==> config.mk <==
export PLATFORM = sky130hd
export DESIGN_NAME = hilo_muldiv_ctrl
export DESIGN_NICKNAME = d
export VERILOG_FILES = /design/src/rtl/muldiv_pkg.sv /design/src/rtl/muldiv_iter_dp.sv /design/src/rtl/hilo_muldiv_ctrl.sv
export SDC_FILE = /design/constraint.sdc
export NUM_CORES = 1
export LEC_CHECK = 0
export ABC_AREA = 1
export CAP_MARGIN = 20
export CORE_MARGIN = 3
export CORE_UTILIZATION = 26
export CTS_CLUSTER_DIAMETER = 60
export DETAILED_ROUTE_END_ITERATION = 8
export PLACE_DENSITY_LB_ADDON = 0.05
export SYNTH_ARGS = -nofsm -noshare
export SYNTH_HDL_FRONTEND = slang
export SYNTH_SLANG_ARGS = --single-unit
==> constraint.sdc <==
create_clock -name clk -period 2.9 [get_ports clk]
set_input_delay 0.435 -clock clk [delete_from_list [all_inputs] [get_ports clk]]
set_output_delay 0.435 -clock clk [all_outputs]
set_load 0.02 [all_outputs]
==> src/rtl/muldiv_pkg.sv <==
// Shared encodings and state type for the HI/LO multiply/divide sequencer.
// The FIX state exists only when SIGNED_MULDIV_EN is defined.
package muldiv_pkg;

    localparam int DEF_WIDTH = 32;

    localparam logic [1:0] OP_MULTU = 2'b00;
    localparam logic [1:0] OP_DIVU  = 2'b01;
    localparam logic [1:0] OP_MULT  = 2'b10;
    localparam logic [1:0] OP_DIV   = 2'b11;

`ifdef SIGNED_MULDIV_EN
    typedef enum logic [1:0] {IDLE, MUL, DIV, FIX} state_t;
`else
    typedef enum logic [1:0] {IDLE, MUL, DIV} state_t;
`endif

endpackage

==> src/rtl/muldiv_iter_dp.sv <==
// Radix-2 iteration datapath: shift-add multiply or restoring divide, one bit per step.
// o_nxt_* expose the result of the step about to be taken so the controller can capture it.
module muldiv_iter_dp
    import muldiv_pkg::*;
#(
    parameter int WIDTH = DEF_WIDTH
) (
    input  logic             clk,
    input  logic             rst_n,
    input  logic             i_load,
    input  logic             i_div,
    input  logic             i_step,
    input  logic [WIDTH-1:0] i_a,
    input  logic [WIDTH-1:0] i_b,
    output logic [WIDTH-1:0] o_hi,
    output logic [WIDTH-1:0] o_lo,
    output logic [WIDTH-1:0] o_nxt_hi,
    output logic [WIDTH-1:0] o_nxt_lo
);

    logic             r_div;
    logic [WIDTH-1:0] r_hi;
    logic [WIDTH-1:0] r_lo;
    logic [WIDTH-1:0] r_opnd;

    logic [WIDTH:0]   w_sum;
    logic [WIDTH:0]   w_shift;
    logic             w_ge;
    logic [WIDTH-1:0] w_diff;

    // Multiply: r_hi accumulates, r_lo holds the multiplier and fills with product bits.
    // Divide: r_hi is the partial remainder, r_lo shifts the dividend out and the quotient in.
    assign w_sum   = {1'b0, r_hi} + (r_lo[0] ? {1'b0, r_opnd} : '0);
    assign w_shift = {r_hi, r_lo[WIDTH-1]};
    assign w_ge    = (w_shift >= {1'b0, r_opnd});
    assign w_diff  = WIDTH'(w_shift - {1'b0, r_opnd});

    always_comb begin
        o_nxt_hi = w_sum[WIDTH:1];
        o_nxt_lo = {w_sum[0], r_lo[WIDTH-1:1]};
        if (r_div) begin
            o_nxt_hi = w_ge ? w_diff : w_shift[WIDTH-1:0];
            o_nxt_lo = {r_lo[WIDTH-2:0], w_ge};
        end
    end

    always_ff @(posedge clk) begin
        if (!rst_n) begin
            r_div  <= 1'b0;
            r_hi   <= '0;
            r_lo   <= '0;
            r_opnd <= '0;
        end else if (i_load) begin
            r_div  <= i_div;
            r_hi   <= '0;
            r_lo   <= i_div ? i_a : i_b;
            r_opnd <= i_div ? i_b : i_a;
        end else if (i_step) begin
            r_hi <= o_nxt_hi;
            r_lo <= o_nxt_lo;
        end
    end

    assign o_hi = r_hi;
    assign o_lo = r_lo;

endmodule

==> src/rtl/hilo_muldiv_ctrl.sv <==
// HI/LO owner and multi-cycle mult/div sequencer with mthi/mtlo support.
// Optional SIGNED_MULDIV_EN adds signed mult/div via a sign fix-up cycle.
//
// state | meaning
// IDLE  | accepts Start or mthi/mtlo writes
// MUL   | shift-add iterations, result written when counter hits 0
// DIV   | restoring iterations, or a one-cycle divide-by-zero completion
// FIX   | signed result correction (SIGNED_MULDIV_EN only)
module hilo_muldiv_ctrl
    import muldiv_pkg::*;
#(
    parameter int WIDTH = DEF_WIDTH,
    parameter int CNT_W = 6
) (
    input  logic             clk,
    input  logic             rst_n,
    input  logic             Start,
    input  logic [1:0]       Op,
    input  logic [WIDTH-1:0] SrcA,
    input  logic [WIDTH-1:0] SrcB,
    input  logic             WrHi,
    input  logic             WrLo,
    input  logic [WIDTH-1:0] WrData,
    output logic             Busy,
    output logic             Done,
    output logic             DivByZero,
    output logic [WIDTH-1:0] Hi,
    output logic [WIDTH-1:0] Lo
);

    state_t           r_state;
    logic [CNT_W-1:0] r_cnt;
    logic             r_busy;
    logic             r_done;
    logic             r_dbz;
    logic             r_zero;
    logic [WIDTH-1:0] r_hi;
    logic [WIDTH-1:0] r_lo;

    logic             w_accept;
    logic             w_step;
    logic [WIDTH-1:0] w_a;
    logic [WIDTH-1:0] w_b;
    logic [WIDTH-1:0] w_dp_hi;
    logic [WIDTH-1:0] w_dp_lo;
    logic [WIDTH-1:0] w_nxt_hi;
    logic [WIDTH-1:0] w_nxt_lo;

    assign w_accept = (r_state == IDLE) && Start;
    assign w_step   = (r_state == MUL) || ((r_state == DIV) && !r_zero);

`ifdef SIGNED_MULDIV_EN
    logic             r_signed;
    logic             r_op_div;
    logic             r_neg_q;
    logic             r_neg_r;
    logic             w_neg_a;
    logic             w_neg_b;
    logic [WIDTH-1:0] w_fix_hi;
    logic [WIDTH-1:0] w_fix_lo;

    assign w_neg_a = Op[1] && SrcA[WIDTH-1];
    assign w_neg_b = Op[1] && SrcB[WIDTH-1];
    assign w_a     = w_neg_a ? -SrcA : SrcA;
    assign w_b     = w_neg_b ? -SrcB : SrcB;

    always_comb begin
        w_fix_hi = w_dp_hi;
        w_fix_lo = w_dp_lo;
        if (r_op_div) begin
            if (r_neg_q) w_fix_lo = -w_dp_lo;
            if (r_neg_r) w_fix_hi = -w_dp_hi;
        end else if (r_neg_q) begin
            {w_fix_hi, w_fix_lo} = -{w_dp_hi, w_dp_lo};
        end
    end
`else
    logic w_unused_sig;

    assign w_a          = SrcA;
    assign w_b          = SrcB;
    assign w_unused_sig = Op[1] ^ (^w_dp_hi) ^ (^w_dp_lo);
`endif

    muldiv_iter_dp #(.WIDTH(WIDTH)) u_dp (
        .clk      (clk),
        .rst_n    (rst_n),
        .i_load   (w_accept),
        .i_div    (Op[0]),
        .i_step   (w_step),
        .i_a      (w_a),
        .i_b      (w_b),
        .o_hi     (w_dp_hi),
        .o_lo     (w_dp_lo),
        .o_nxt_hi (w_nxt_hi),
        .o_nxt_lo (w_nxt_lo)
    );

    always_ff @(posedge clk) begin
        if (!rst_n) begin
            r_state <= IDLE;
            r_cnt   <= '0;
            r_busy  <= 1'b0;
            r_done  <= 1'b0;
            r_dbz   <= 1'b0;
            r_zero  <= 1'b0;
            r_hi    <= '0;
            r_lo    <= '0;
`ifdef SIGNED_MULDIV_EN
            r_signed <= 1'b0;
            r_op_div <= 1'b0;
            r_neg_q  <= 1'b0;
            r_neg_r  <= 1'b0;
`endif
        end else begin
            r_done <= 1'b0;
            case (r_state)
                IDLE: begin
                    if (Start) begin
                        r_busy  <= 1'b1;
                        r_cnt   <= CNT_W'(WIDTH - 1);
                        r_zero  <= Op[0] && (SrcB == '0);
                        r_state <= Op[0] ? DIV : MUL;
`ifdef SIGNED_MULDIV_EN
                        r_signed <= Op[1];
                        r_op_div <= Op[0];
                        r_neg_q  <= w_neg_a ^ w_neg_b;
                        r_neg_r  <= w_neg_a;
`endif
                    end else begin
                        if (WrHi) r_hi <= WrData;
                        if (WrLo) r_lo <= WrData;
                    end
                end
                MUL, DIV: begin
                    r_cnt <= r_cnt - CNT_W'(1);
                    if (r_zero) begin
                        r_hi    <= '0;
                        r_lo    <= '0;
                        r_dbz   <= 1'b1;
                        r_zero  <= 1'b0;
                        r_done  <= 1'b1;
                        r_busy  <= 1'b0;
                        r_state <= IDLE;
                    end else if (r_cnt == '0) begin
`ifdef SIGNED_MULDIV_EN
                        if (r_signed) begin
                            r_state <= FIX;
                        end else begin
                            r_hi    <= w_nxt_hi;
                            r_lo    <= w_nxt_lo;
                            r_done  <= 1'b1;
                            r_busy  <= 1'b0;
                            r_state <= IDLE;
                        end
`else
                        r_hi    <= w_nxt_hi;
                        r_lo    <= w_nxt_lo;
                        r_done  <= 1'b1;
                        r_busy  <= 1'b0;
                        r_state <= IDLE;
`endif
                    end
                end
`ifdef SIGNED_MULDIV_EN
                FIX: begin
                    r_hi    <= w_fix_hi;
                    r_lo    <= w_fix_lo;
                    r_done  <= 1'b1;
                    r_busy  <= 1'b0;
                    r_state <= IDLE;
                end
`endif
                default: begin
                    r_busy  <= 1'b0;
                    r_state <= IDLE;
                end
            endcase
        end
    end

    assign Busy      = r_busy;
    assign Done      = r_done;
    assign DivByZero = r_dbz;
    assign Hi        = r_hi;
    assign Lo        = r_lo;

endmodule

=== Yosys cells after proc, flatten, opt, wreduce, memory -nomap -nowiden ===
Index checks and enable logic that the tools add are counted.
Widths: inputs -> output; s select.

* Flip-flop bits (word level): 173
* Bits of input ports: 103
* Logic and storage cells: 75

* Add/sub/neg operators: 3
* Magnitude comparators: 1
* Equality and inequality tests: 7
* Multiplexer cells: 33
* Bitwise gates (word level): 1
* Reduce and logical (&&, ||, !) cells: 18

{| class="wikitable"
|+ Operators by type and width
! kind !! count
|-
| $mux 32 || 16
|-
| $pmux 32 s2 || 2
|-
| $add 32x32->33 || 1
|-
| $ge 33x32->1 || 1
|-
| $logic_not 32->1 || 1
|-
| $sub 32x32->32 || 1
|-
| $pmux 6 s2 || 1
|-
| $mux 2 || 4
|-
| $ne 2x2->1 const B || 4
|-
| $reduce_and 2->1 || 4
|-
| $reduce_and 4->1 || 2
|-
| $logic_not 6->1 || 1
|-
| $mux 1 || 6
|-
| $mux 6 || 1
|-
| $sub 6x1->6 const B || 1
|-
| $pmux 1 s2 || 2
|-
| $pmux 2 s2 || 1
|-
| $reduce_bool 2->1 || 2
|-
| $reduce_or 2->1 || 2
|-
| $logic_and 1x1->1 || 3
|-
| $ne 3x3->1 const B || 1
|-
| $eq 2x1->1 const B || 1
|-
| $eq 2x2->1 const B || 1
|-
| $logic_not 2->1 || 1
|-
| other kinds (3) || 3
|}

=== Longest topological paths before layout ===
* Depth after elaboration: 6
* Mapped depth: 19
* Depth with buffers taken out: 18

=== By module ===
From an unflattened synthesis, not the netlist that was laid out.

* Cells, all modules: 2,623
* Area, all modules: 14,828.0 um2

{| class="wikitable"
|+ By module, submodules not included
! module !! times used !! cells each !! area an instance (um2) !! sequential area each (um2)
|-
| muldiv_iter_dp || 1 || 1,929 || 10,706.5 || 1,941.9
|-
| hilo_muldiv_ctrl || 1 || 694 || 4,121.5 || 1,521.5
|}

=== Worst setup path after synthesis ===
OpenSTA, ideal clock, no wires.

* Kind: flip-flop to flip-flop
* Start point: reg u_dp.r_lo[0], in the netlist u_dp.o_lo[0]
* End point: reg u_dp.r_hi[15], in the netlist u_dp.o_hi[15]
* Setup time: 117 ps
* Arrival time: 2,243 ps
* Path slack: 540 ps
* Stages on the path, launching flop included: 17
* Path buffers: 2
* Period minus slack after synthesis: 2,360 ps
* Cell sequence: dfxtp_1 > clkbuf_1 > clkbuf_1 > nand2_1 > inv_1 > fa_1 > nand3_1 > nand3_1 > nand2_1 > nand2_1 > nand2_1 > nand3_1 > or2_2 > nand3_1 > nand3_2 > nor2_1 > nor2_1

* Cells in the longest elaborated chain, start to end: 3

{| class="wikitable"
|+ RTL lines
! item !! line !! source
|-
| from (decl) || muldiv_iter_dp.sv:23 || <nowiki>logic [WIDTH-1:0] r_lo;</nowiki>
|-
| from (signal assigned) || muldiv_iter_dp.sv:56 || <nowiki>r_lo <= i_div ? i_a : i_b;</nowiki>
|-
| from (signal assigned) || muldiv_iter_dp.sv:60 || <nowiki>r_lo <= o_nxt_lo;</nowiki>
|-
| $mux 32 || muldiv_iter_dp.sv:33 || <nowiki>assign w_sum = {1'b0, r_hi} + (r_lo[0] ? {1'b0, r_opnd} : '0);</nowiki>
|-
| $add 32x32->33 || muldiv_iter_dp.sv:33 ||
|-
| $mux 32 || muldiv_iter_dp.sv:41 || <nowiki>if (r_div) begin</nowiki>
|-
| to (signal assigned) || muldiv_iter_dp.sv:59 || <nowiki>r_hi <= o_nxt_hi;</nowiki>
|-
| to (decl) || muldiv_iter_dp.sv:22 || <nowiki>logic [WIDTH-1:0] r_hi;</nowiki>
|}

No other way between the ends.
A chain may end at the register's enable or synchronous reset.

=== Worst setup path in the final report ===
* Start point: reg u_dp.r_lo[0], in the netlist u_dp.o_lo[0]
* End point: reg r_hi[17], in the netlist Hi[17]

* Cells in the longest elaborated chain, start to end: 6

{| class="wikitable"
|+ RTL lines
! item !! line !! source
|-
| $mux 32 || muldiv_iter_dp.sv:33 ||
|-
| $add 32x32->33 || muldiv_iter_dp.sv:33 ||
|-
| $mux 32 || muldiv_iter_dp.sv:41 ||
|-
| $mux 32 || hilo_muldiv_ctrl.sv:145 || <nowiki>end else if (r_cnt == '0) begin</nowiki>
|-
| $mux 32 || hilo_muldiv_ctrl.sv:137 || <nowiki>if (r_zero) begin</nowiki>
|-
| $pmux 32 s2 || hilo_muldiv_ctrl.sv:117 || <nowiki>case (r_state)</nowiki>
|-
| to (signal assigned) || hilo_muldiv_ctrl.sv:131 || <nowiki>if (WrHi) r_hi <= WrData;</nowiki>
|-
| to (signal assigned) || hilo_muldiv_ctrl.sv:157 || <nowiki>r_hi <= w_nxt_hi;</nowiki>
|-
| to (decl) || hilo_muldiv_ctrl.sv:37 || <nowiki>logic [WIDTH-1:0] r_hi;</nowiki>
|}

No other way between the ends. The select of a mux whose other input is x is not followed.

==> summary.md <==
| Metric | Value |
|---|---|
| Synth unique cells | `48` |
| Min Clock Period, post-route | `2.78 ns` |
| Register area share after synthesis | `25.2%` |
| Deepest clock path buffer count | `2` |
| Final Max Slew Viols | `0` |
| H-Tree Depth | `4` |
| Post-synth top area cell | `dfxtp_1` |
| Syn Area/Cell | `6.15 um2` |
| Initial antenna violation count | `1` |
| Non-Filler Instances | `3217` |
| Layout cell share with drive strength beyond 1 | `13.5%` |
| CP most frequent cell | `nand2_1` |
| Top FF cell, synth | `dfxtp_1` |
| FF+latch count, synth | `173` |
| Hold WC Path Type | `in2reg` |
| Hold Path Stages | `3` |
| Rel. slew slack | `43.4%` |
| Worst vdd ir | `0.437 mV` |
| Simple-gate share of the synthesized area | `32.5%` |
| 1st-pass router iterations | `5` |
| Post-synth EDFFs | `0` |
| Critical Path Slowest Stage Cell | `ha_2` |
| All-Layer GR Usage | `24.4%` |
| Cells after Synth | `2239` |
| Detailed placement HPWL | `56800 um` |
| Overflow after GRT | `0` |
| Ys Warns | `0` |
| Max-Cap Viols | `0` |
| Die ar. | `55700 um2` |
| Max FO, Critical Path | `19` |
| Starting density of the core | `26.6%` |
| Register-to-register setup slack | `0.12 ns` |
| CTS buffer count | `17` |
| Critical Path Start Type | `register` |
| Boundary Pins | `170` |
| Post-synth ARST share | `0%` |
| Via Count | `16064` |
| DR WL/cell | `21.6 um` |
| Area delta synth->final | `32.2%` |
| Setup TNS Final | `0 ns` |
| R2R depth | `15` |
| # diodes | `0` |
| Worst-skew pair later-pin latency | `0.49 ns` |
| Pin count of the biggest net entering global routing | `82` |
| Clk_skew | `0.0138 ns` |
| Worst-path cell chain | `buf_12 -> buf_12 -> nand2_1 -> inv_1 -> ha_2 -> nand2_1 -> nor2_2 -> inv_1 -> nor2_4 -> nand4_1 -> nand3_1 -> nand2_1 -> nand3_1 -> nand4_1 -> a21oi_1` |
| Period utilization | `95.8%` |
| CTS tree | `built` |
| DR vias/cell | `4.99` |
| CP endpoint kind | `register` |
| IO buf count | `168` |
| Synth Area in Compound Gates | `20.8%` |
| Number of post-CTS setup repair buffers | `0` |
| Post-synthesis adder-cell area fraction | `6.65%` |
| Clk root buf | `clkbuf_16` |
| # DRC | `0` |
| Final Hold Viols | `0` |
| Share of the synthesized area in the top cell type | `25.2%` |
| Post-synthesis xor/xnor area fraction | `0.954%` |
| Top post-synthesis cells by area | `dfxtp_1 25%, nand2_1 15%, inv_1 8.3%` |
| Core Box Area | `51800 um2` |
| Placed cells | `3185` |
| Leak | `8.57 nW` |
| Final nets | `2699` |
| Post-Syn Nets | `2414` |
| Post-Synthesis Cell Area | `13800 um2` |
| Antenna Violating Nets Remaining | `0` |
| Reg clk slew, reported paths | `0.08 ns` |
| Drt total wl | `69600 um` |
| Max incr delay on CP | `0.38 ns` |
| Die width | `236 um` |
| Outcome | `finished, final reports clean` |
| Seq. cell area | `3470 um2` |
| Num rows | `83` |
| Post-synthesis mux area share | `2.18%` |
| Max Freq | `0.360 GHz` |
| Area of the multi-input gates | `8810 um2` |
| Starting DRT DRC Count | `1443` |
| Via count of the first global-routing pass | `15243` |
| Power Density | `584 nW/um2` |
| Largest family of logic cells by synthesized area | `simple AND/OR/NAND/NOR gates` |
| Measured slew at the worst slew-check pin | `0.848 ns` |
| Required @ worst endpoint | `3.32 ns` |
| Filler Cell Count | `5731` |
| First-pass GRT wire length | `102000 um` |
| Critical Path AT | `3.20 ns` |
| Placer congestion estimate | `0.920` |
| WS Path Type | `reg2reg` |
| Clk sinks | `173` |
| Die height | `236 um` |
| Final setup viols | `0` |
## final timing paths
path	start	to
worst max-delay path	u_dp.o_lo[0]$_SDFFE_PN0P_	Hi[17]$_SDFFE_PN0P_
worst max register to register	u_dp.o_lo[0]$_SDFFE_PN0P_	Hi[17]$_SDFFE_PN0P_
worst min-delay path	rst_n	r_cnt[5]$_SDFFE_PN0P_
worst min register to register	Lo[28]$_SDFFE_PN0P_	Lo[28]$_SDFFE_PN0P_
## state kept, by name, summed over array words and instances (netlist names), 2 cells and up
signal and cells:
u_dp.o_hi 32, Lo 32, Hi 32, u_dp.o_lo 32, r_state 2, u_dp.r_opnd 32
r_cnt 6
## logic make-up after synthesis
logic type / after synthesis
xor gates and xnor gates: 15
DFF: 173
AOI/OAI and AO/OA: 529
and+or+nand+nor: 1008
muxes: 30
adders and majority gates: 72
buffers and inverters: 412
## area by class of cell
class                      count  share of cell area, %
sequential                   173                   19.0
timing repair buffer         370                   18.2
inverter                     308                   6.35
multi-input combinational   1654                   48.4
clock buffer                  18                   2.41
tap                          680                   4.67
clock inverter                14                  0.921
## where the power goes
group	switching (W)	total, W	internal (W)
sequential	0.000212	0.00289	0.00268
clock	0.00120	0.00252	0.00133
combinational	0.00336	0.00521	0.00184
total	0.00477	0.0106	0.00585
## cell usage in the layout, fill, tap and decap left out, types with 18 or more instances in the layout
| master | n |
|---|---|
| a21oi_1 | 200 |
| buf_4 | 192 |
| clkdlybuf4s50_1 | 166 |
| dfxtp_1 | 172 |
| ha_1 | 67 |
| inv_1 | 303 |
| mux2i_1 | 30 |
| nand2_1 | 542 |
| nand3_1 | 107 |
| nand3_2 | 39 |
| nand4_1 | 66 |
| nor2_1 | 174 |
| nor3_1 | 18 |
| o21ai_0 | 207 |
| o22ai_1 | 41 |
## stage by stage
step / hold slack (ns) / power (W) / setup slack (ns) / utilization (%) / cell area (um2)
floorplan: 0.435 / 0.00580 / 0.540 / - / 13800
global placement: 0.455 / 0.00808 / -0.0567 / 33.7 / 17500
detailed placement: 0.458 / 0.00808 / -0.0233 / 33.7 / 17500
CTS: 0.398 / 0.0107 / 0.00403 / 34.9 / 18100
global route: 0.450 / 0.0113 / -0.0127 / 35.1 / 18200
finish: 0.443 / 0.0106 / 0.123 / 35.1 / 18200
## worst max-delay path: cells and delay by family, from the launching register on
kind,cells,cell delay (ns)
DFF,1,0.33
AOI/OAI and AO/OA,1,0.21
buffers and inverters,4,0.53
adders and majority gates,1,0.38
and+or+nand+nor,9,1.25
## routing by layer
layer | track usage [%] | share of wire, % | vias up
li1 | - | - | 7996
met1 | 34.8 | 49 | 7603
met2 | 38.5 | 45 | 414
met3 | 2.89 | 4.2 | 51
met4 | 7.23 | 2.5 | 0
met5 | 0 | 0 | -
## synth_stat cells (2+ instances only)
cell type / count
o21bai_1: 12
xnor2_1: 2
dfxtp_1: 173
nand3_1: 112
or2_2: 6
nand2_2: 11
xor2_1: 13
a211oi_1: 12
a21boi_0: 2
o21ai_2: 2
fa_1: 2
nor3_1: 22
a21o_1: 2
buf_1: 8
a21oi_1: 206
nand3b_1: 7
buf_2: 20
nor2_1: 179
nor2_2: 7
nand2_1: 545
a22oi_1: 5
o22ai_1: 41
mux2i_1: 30
a31oi_1: 11
o21ai_1: 10
o21ai_0: 212
nand3_2: 34
nor4_1: 12
nand4_1: 66
clkbuf_1: 70
o21a_1: 2
inv_2: 4
buf_4: 2
ha_1: 70
and2_1: 3
inv_1: 303
a21oi_2: 10
## what timing repair did
item	CTS	global route
setup endpoints to repair	12	56
gates cloned	0	0
hold buffers	0	0
endpoints found under the hold margin	0	0
resized for setup	1	36
pin swaps	1	6
Power figures use the tool's default switching activity.
